[src/rtl/mux_scan_seq.sv]
// mux_scan_seq
// Registered CH-channel multiplexer with a valid/ready output stage.
// Two modes:
//   - direct: the channel is picked by sel.
//   - scan:   an internal counter walks channels 0..CH-1 round-robin.
// Each sample is tagged with its channel index (out_sel). A last-channel
// marker (out_last) flags a scan sample taken from channel CH-1.
// The held sample is frozen while the downstream stalls.
//
// Ports:
//   clk        rising-edge clock
//   rst_n      asynchronous active-low reset
//   in         packed channel data; channel k = in[k*W +: W]
//   en         enables sample loads
//   mode       0 = direct (sel), 1 = scan (internal counter)
//   sel        channel index used in direct mode
//   out        registered sample
//   out_sel    channel index of the sample in out
//   out_valid  out/out_sel/out_last hold a sample
//   out_ready  downstream accepts when out_valid && out_ready
//   out_last   sample came from channel CH-1 in scan mode
module mux_scan_seq #(
    parameter int CH    = 16,
    parameter int W     = 1,
    parameter int SEL_W = $clog2(CH)
) (
    input  logic              clk,
    input  logic              rst_n,
    input  logic [CH*W-1:0]   in,
    input  logic              en,
    input  logic              mode,
    input  logic [SEL_W-1:0]  sel,
    output logic [W-1:0]      out,
    output logic [SEL_W-1:0]  out_sel,
    output logic              out_valid,
    input  logic              out_ready,
    output logic              out_last
);

    typedef enum logic [1:0] {
        ST_IDLE   = 2'd0,
        ST_DIRECT = 2'd1,
        ST_SCAN   = 2'd2
    } state_e;

    localparam logic [SEL_W-1:0] LAST_IDX = SEL_W'(CH - 1);

    state_e             state_q, state_d;
    logic [SEL_W-1:0]   cnt_q, cnt_d;
    logic [W-1:0]       out_q, out_d;
    logic [SEL_W-1:0]   out_sel_q, out_sel_d;
    logic               out_valid_q, out_valid_d;
    logic               out_last_q, out_last_d;

    logic [SEL_W-1:0]   cnt_eff_s;
    logic [SEL_W-1:0]   ptr_s;
    logic [W-1:0]       chan_s;
    logic               load_s;

    // Next-state, channel pointer, channel extraction and output-stage update
    always_comb begin
        state_d     = ST_IDLE;
        cnt_d       = cnt_q;
        out_d       = out_q;
        out_sel_d   = out_sel_q;
        out_valid_d = out_valid_q;
        out_last_d  = out_last_q;
        chan_s      = {W{1'b0}};

        if (!en) begin
            state_d = ST_IDLE;
        end else if (mode) begin
            state_d = ST_SCAN;
        end else begin
            state_d = ST_DIRECT;
        end

        // Entering SCAN restarts the walk at channel 0 in the same cycle,
        // so the first scanned sample is always channel 0.
        if ((state_d == ST_SCAN) && (state_q != ST_SCAN)) begin
            cnt_eff_s = {SEL_W{1'b0}};
        end else begin
            cnt_eff_s = cnt_q;
        end

        case (state_d)
            ST_SCAN:   ptr_s = cnt_eff_s;
            ST_DIRECT: ptr_s = sel;
            default:   ptr_s = sel;
        endcase

        // Only indices 0..CH-1 match, so an out-of-range sel yields zero data.
        for (int k = 0; k < CH; k++) begin
            chan_s = chan_s | ({W{ptr_s == SEL_W'(k)}} & in[k*W +: W]);
        end

        // out_ready reaches only this enable, never the data path.
        load_s = en && (!out_valid_q || out_ready);

        // The clear on SCAN entry is committed even when no load happens.
        cnt_d = cnt_eff_s;

        if (load_s) begin
            out_d       = chan_s;
            out_sel_d   = ptr_s;
            out_valid_d = 1'b1;
            out_last_d  = (state_d == ST_SCAN) && (cnt_eff_s == LAST_IDX);
            if (state_d == ST_SCAN) begin
                if (cnt_eff_s == LAST_IDX) begin
                    cnt_d = {SEL_W{1'b0}};
                end else begin
                    cnt_d = cnt_eff_s + SEL_W'(1);
                end
            end else begin
                cnt_d = cnt_eff_s;
            end
        end else if (out_ready) begin
            out_valid_d = 1'b0;
            out_last_d  = 1'b0;
        end else begin
            // Stall: everything holds.
            out_valid_d = out_valid_q;
            out_last_d  = out_last_q;
        end
    end

    // State, scan counter and output-stage registers
    always_ff @(posedge clk or negedge rst_n) begin
        if (!rst_n) begin
            state_q     <= ST_IDLE;
            cnt_q       <= {SEL_W{1'b0}};
            out_q       <= {W{1'b0}};
            out_sel_q   <= {SEL_W{1'b0}};
            out_valid_q <= 1'b0;
            out_last_q  <= 1'b0;
        end else begin
            state_q     <= state_d;
            cnt_q       <= cnt_d;
            out_q       <= out_d;
            out_sel_q   <= out_sel_d;
            out_valid_q <= out_valid_d;
            out_last_q  <= out_last_d;
        end
    end

    assign out       = out_q;
    assign out_sel   = out_sel_q;
    assign out_valid = out_valid_q;
    assign out_last  = out_last_q;

endmodule

[config.mk]
export PLATFORM = sky130hd
export DESIGN_NAME = mux_scan_seq
export DESIGN_NICKNAME = d
export VERILOG_FILES = /design/src/rtl/mux_scan_seq.sv
export SDC_FILE = /design/constraint.sdc
export NUM_CORES = 1
export LEC_CHECK = 0
export BUFFER_PORTS_ARGS = -buffer_cell sky130_fd_sc_hd__buf_2
export CAP_MARGIN = 20
export CORE_MARGIN = 2
export CORE_UTILIZATION = 43
export CTS_CLUSTER_DIAMETER = 40
export CTS_CLUSTER_SIZE = 8
export DETAILED_ROUTE_END_ITERATION = 6
export PLACE_DENSITY = 0.84
export SLEW_MARGIN = 20
export SYNTH_ARGS = -nofsm -noshare
export SYNTH_HDL_FRONTEND = slang
export SYNTH_SLANG_ARGS = --single-unit
[constraint.sdc]
create_clock -name clk -period 1.6 [get_ports clk]
set_input_delay 0.16 -clock clk [delete_from_list [all_inputs] [get_ports clk]]
set_output_delay 0.16 -clock clk [all_outputs]
set_load 0.03 [all_outputs]
# [Yosys cells after proc, flatten, opt, wreduce, memory -nomap -nowiden]
# Cells that the tools add are included.
[word_totals] ff_bits=13 in_bits=25 out_inout_bits=7
[classes] n_addsub=1 eq_ne=18 muxes=10 bitwise_logic=31 n_reduce_logical=7
[ops] cell="== test 4 bit (second input constant)" count=9
[ops] cell="2-to-1 mux 4 bit" count=5
[ops] cell="AND 1 bit" count=16
[ops] cell="== test 4 x 3 -> 1 bit (second input constant)" count=4
[ops] cell="OR 1 bit" count=15
[ops] cell="== test 4 x 2 -> 1 bit (second input constant)" count=2
[ops] cell="adder 4 x 1 -> 4 bit (second input constant)" count=1
[ops] cell="== test 4 x 1 -> 1 bit (second input constant)" count=1
[ops] cell="logical NOT 4 bit" count=1
[ops] cell="2-to-1 mux 2 bit" count=2
[ops] cell="logical AND 1 bit" count=3
[ops] cell="2-to-1 mux 1 bit" count=3
[ops] cell="== test 2 bit (second input constant)" count=1
[ops] cell="!= test 2 bit (second input constant)" count=1
[ops] cell="nonzero test 2 bit" count=1
[ops] cell="logical NOT 1 bit" count=1
[ops] cell="logical OR 1 bit" count=1

# [Longest topological paths before layout]
[depth] ltp_word=23 depth_mapped=8 mapped_depth_nobuf=7

# [Worst setup path after synthesis]
# OpenSTA, ideal clock, no wires.
[synth_path] path_type="reg2reg" start="register state_q[0]" end="register out_q (netlist: out)" setup_ps=131 arrival_time_ps=1627 path_slack_ps=-158 stages_incl_launch_ff=8 period_less_slack_ps=1758 cell_sequence="dfrtp_1 -> nor2b_4 -> buf_4 -> nand2_2 -> mux2_4 -> mux2_4 -> a221oi_2 -> a31oi_1"
[synth_between] elab_chain_len=21
[synth_rtl] item="start: declaration" line="48" source="state_e state_q, state_d;"
[synth_rtl] item="start signal: assignment" line="137" source="state_q <= state_d;"
[synth_rtl] item="!= test 2 bit *" line="80" source="if ((state_d == ST_SCAN) && (state_q != ST_SCAN)) begin"
[synth_rtl] item="logical AND 1 bit *" line="80"
[synth_rtl] item="2-to-1 mux 4 bit *" line="80"
[synth_rtl] item="2-to-1 mux 4 bit *" line="86" source="case (state_d)"
[synth_rtl] item="== test 4 x 1 -> 1 bit or logical NOT 4 bit (tied branches)" line="94" source="chan_s = chan_s | ({W{ptr_s == SEL_W'(k)}} & in[k*W +: W]);"
[synth_rtl] item="AND 1 bit" line="94"
[synth_rtl] item="OR 1 bit (14 in series)" line="94"
[synth_rtl] item="OR 1 bit *" line="94"
[synth_rtl] item="end signal: assignment" line="132" source="out_q <= {W{1'b0}};"
[synth_rtl] item="end signal: assignment" line="139" source="out_q <= out_d;"
[synth_rtl] item="end: declaration" line="50" source="logic [W-1:0] out_q, out_d;"
# Mark *: on every way between the ends. The rest lies on a longest branch, timed or not.
# A chain may end at the register's enable or synchronous reset.

# [Worst setup path after layout]
[layout_path] start="register state_q[1]" end="register out_q (netlist: out)"
# Same word-level chain as after synthesis.

==> results.sh <==
export IMPL_status="complete, but fails checks"
export IMPL_violations="negative setup slack"
export IMPL_die_area_um2=2414
export IMPL_dpl_cell_area_um2=1136
export IMPL_grt_setup_unrepaired="yes"
export IMPL_clock_skew_ns=0.01119
export IMPL_report_final_setup_viol=1
export IMPL_crit_family="compound AO/OA/AOI/OAI gates"
export IMPL_worstPathArrival_ns=1.93
export IMPL_drt_iter0_markers=29
export IMPL_hold_violations=0
export IMPL_synth_edf_count=0
export IMPL_maxCapViolCount=0
export IMPL_relSlewSlack=0.7620
export IMPL_grt_max_degree=14
export IMPL_antenna_left=0
export IMPL_drc=0
export IMPL_grt_pass1_wl_um=3560
export IMPL_fmax_mhz=562.4
export IMPL_avgSynthCellArea_um2=9.520
export IMPL_wl_um=2217
export IMPL_layout_drive_gt1_share=0.4565
export IMPL_syn_area_um2=875.8
export IMPL_clockRootBuffer="clkbuf_4"
export IMPL_clkSlewWorstSetupHoldPaths_ns=0.09
export IMPL_syn2layout_area_growth_pct=36.29
export IMPL_ir_drop_mv=0.7579
export IMPL_endpoint="out$_DFFE_PN0P_"
export IMPL_path_class="flip-flop to flip-flop"
export IMPL_path_cells="nor2b_4 > a31oi_4 > mux2_4 > a222oi_1 > a2bb2oi_1 > a31oi_1"
export IMPL_num_antenna_cells=0
export IMPL_reg2regPathDepth=6
export IMPL_synth_simple_area_share=0.2043
export IMPL_ys_ff_latch=13
export IMPL_grt_pass1_vias=820
export IMPL_cts_tree="yes"
export IMPL_hp_class="input port to flip-flop"
export IMPL_synth_compound_area_share=0.2457
export IMPL_vias=884
export IMPL_netlist_instances=92
export IMPL_critPathSlowestCell="dfrtp_1"
export IMPL_viasPerCell=5.358
export IMPL_regToRegSetupSlack_ns=-0.18
export IMPL_drt_pass1_iter_count=5
export IMPL_synth_cell_types=38
export IMPL_worstSkewPairLatency_ns=0.28
export IMPL_fin_area_um2=1194
export IMPL_tightest_slew_ns=0.3561
export IMPL_overflow=0
export IMPL_syn_num_nets=118
export IMPL_cts_max_level=1
export IMPL_hpwl_um=1780
export IMPL_die_y_um=49.13
export IMPL_cp_required_ns=1.75
export IMPL_p_leak_nw=0.5874
export IMPL_fin_ws_ns=-0.1781
export IMPL_power_density_nw_per_um2=842.3
export IMPL_total_power_mw=1.005
export IMPL_cts_made_buffers=3
export IMPL_place_ws_ns=-0.1857
export IMPL_drv_slew=0
export IMPL_clock_path_buffers=2
export IMPL_async_flop_share=1.000
export IMPL_period_needed_ns=1.778
export IMPL_crit_cells=6
export IMPL_synth_xor_area_frac=0.01000
export IMPL_finalCritPeriodShare=1.111
export IMPL_wl_per_cell_um=13.44
export IMPL_gp_congestion=0.9283
export IMPL_r2r_end="out$_DFFE_PN0P_"
export IMPL_whs_path_depth=2
export IMPL_port_buffers=31
export IMPL_synthAdderAreaFrac=0.01429
export IMPL_ys_warn_count=0
export IMPL_antenna_found_initial=0
export IMPL_start_util=0.4510
export IMPL_critPathBufInv=0
export IMPL_cp_max_fo=5
export IMPL_die_x_um=49.13
export IMPL_layout_nets=165
export IMPL_cp_start_kind="flip-flop"
export IMPL_crit_start="state_q[1]$_DFF_PN0_"
export IMPL_grt_usage=0.1915
export IMPL_cp_end_kind="flip-flop"
export IMPL_timing_rr_start="state_q[1]$_DFF_PN0_"
export IMPL_synth_seq_area_share=0.3714
export IMPL_placementRows=16
export IMPL_core_area_um2=1942
export IMPL_crit_path_max_incr_delay_ns=0.37
export IMPL_cts_sinks=13
export IMPL_synth_top_family_by_area="compound AO/OA/AOI/OAI gates"
export IMPL_muxShareOfSynthArea=0.1157
export IMPL_io_pins=32
export IMPL_synth_ff_type="dfrtp_1"
==> layer usage <==
metal	GRT usage	share of wire	up-vias
met5	0	0	-
met1	0.2398	0.40	403
met4	0.06190	0.026	0
met2	0.3153	0.52	37
li1	-	-	437
met3	0.05521	0.055	7
==> registers in the layout, summed over array words and instances (netlist names) <==
signal and count:
out_sel 4, state_q 2, cnt_q 4, out_last 1
out 1, out_valid 1
==> cell usage after synthesis, types with 2 or more instances <==
cell      instances  share of area
nand2b_1          2          0.014
o21ai_0           9          0.051
nand3_1           4          0.023
a22o_1            2          0.020
nand2_1          13          0.056
clkbuf_1          2         0.0086
a31oi_1           3          0.021
mux2_2            3          0.039
o21a_1            2          0.017
nor3_1            2          0.011
a21oi_1           7          0.040
nand3b_1          2          0.017
mux2_4            3          0.051
dfrtp_1          13           0.37
nor2_1            2         0.0086
==> timing repair <==
action,4_1_cts,5_1_grt
pin swaps,2,1
resized for setup,0,2
setup endpoints to repair,1,2
buffers inserted,1,0
hold buffers,1,0
endpoints found under the hold margin,13,0
==> placed cells by master, fill, tap and decap left out, drive strengths merged, types with 2 or more instances in the layout <==
master / instances
clkbuf: 3
mux2: 6
a22o: 2
inv: 2
nor2: 2
a31oi: 4
a21oi: 7
nand3b: 2
nor3: 2
o21a: 2
dfrtp: 13
buf: 45
o21ai: 9
nor2b: 2
nand2: 15
nand2b: 2
nand3: 4
==> cells by family (layout without fill, tap and decap cells) <==
| logic type | count (synthesis) | after routing |
|---|---|---|
| compound gates | 31 | 31 |
| fa+ha+maj | 1 | 1 |
| simple gates | 33 | 33 |
| xor+xnor | 1 | 1 |
| flops | 13 | 13 |
| buf+inv | 6 | 52 |
| mux | 7 | 7 |
==> how the worst min path moves through the flow <==
stage / startpoint / to / slack [ns]
2_1_floorplan: rst_n / cnt_q[0]$_DFF_PN0_ / -0.14
3_3_place_gp: rst_n / out_sel[1]$_DFFE_PN0P_ / 0.05
3_5_place_dp: rst_n / out_sel[1]$_DFFE_PN0P_ / 0.06
4_1_cts: mode / state_q[0]$_DFF_PN0_ / 0.09
5_1_grt: mode / state_q[0]$_DFF_PN0_ / 0.09
6_report: mode / state_q[0]$_DFF_PN0_ / 0.08
==> metrics by stage <==
stage | util | hold slack, ns | instances | setup TNS [ns]
after floorplan | - | -0.1356 | 92 | -0.1086
final | 0.6147 | 0.08413 | 165 | -0.1781
after global placement | 0.5851 | 0.05457 | 159 | -0.1418
after global routing | 0.6147 | 0.09285 | 165 | -0.2652
after CTS | 0.6082 | 0.08776 | 165 | -0.1585
after detailed placement | 0.5851 | 0.06482 | 159 | -0.1857
==> cell type report <==
type / instances / area (µm²)
Inverter: 2 / 7.507
Timing Repair Buffer: 46 / 270.3
Clock inverter: 1 / 5.005
Fill cell: 181 / 748.2
Tap cell: 27 / 33.78
Clock buffer: 3 / 22.52
Sequential cell: 13 / 325.3
Multi-Input combinational cell: 73 / 529.3
==> report_power, final <==
part / switching [mW] / leakage (nW) / internal, mW
Sequential: 0.0506 / 0.165 / 0.378
Clock: 0.114 / 0.0177 / 0.0928
Combinational: 0.193 / 0.405 / 0.178
Power figures use the tool's default switching activity.
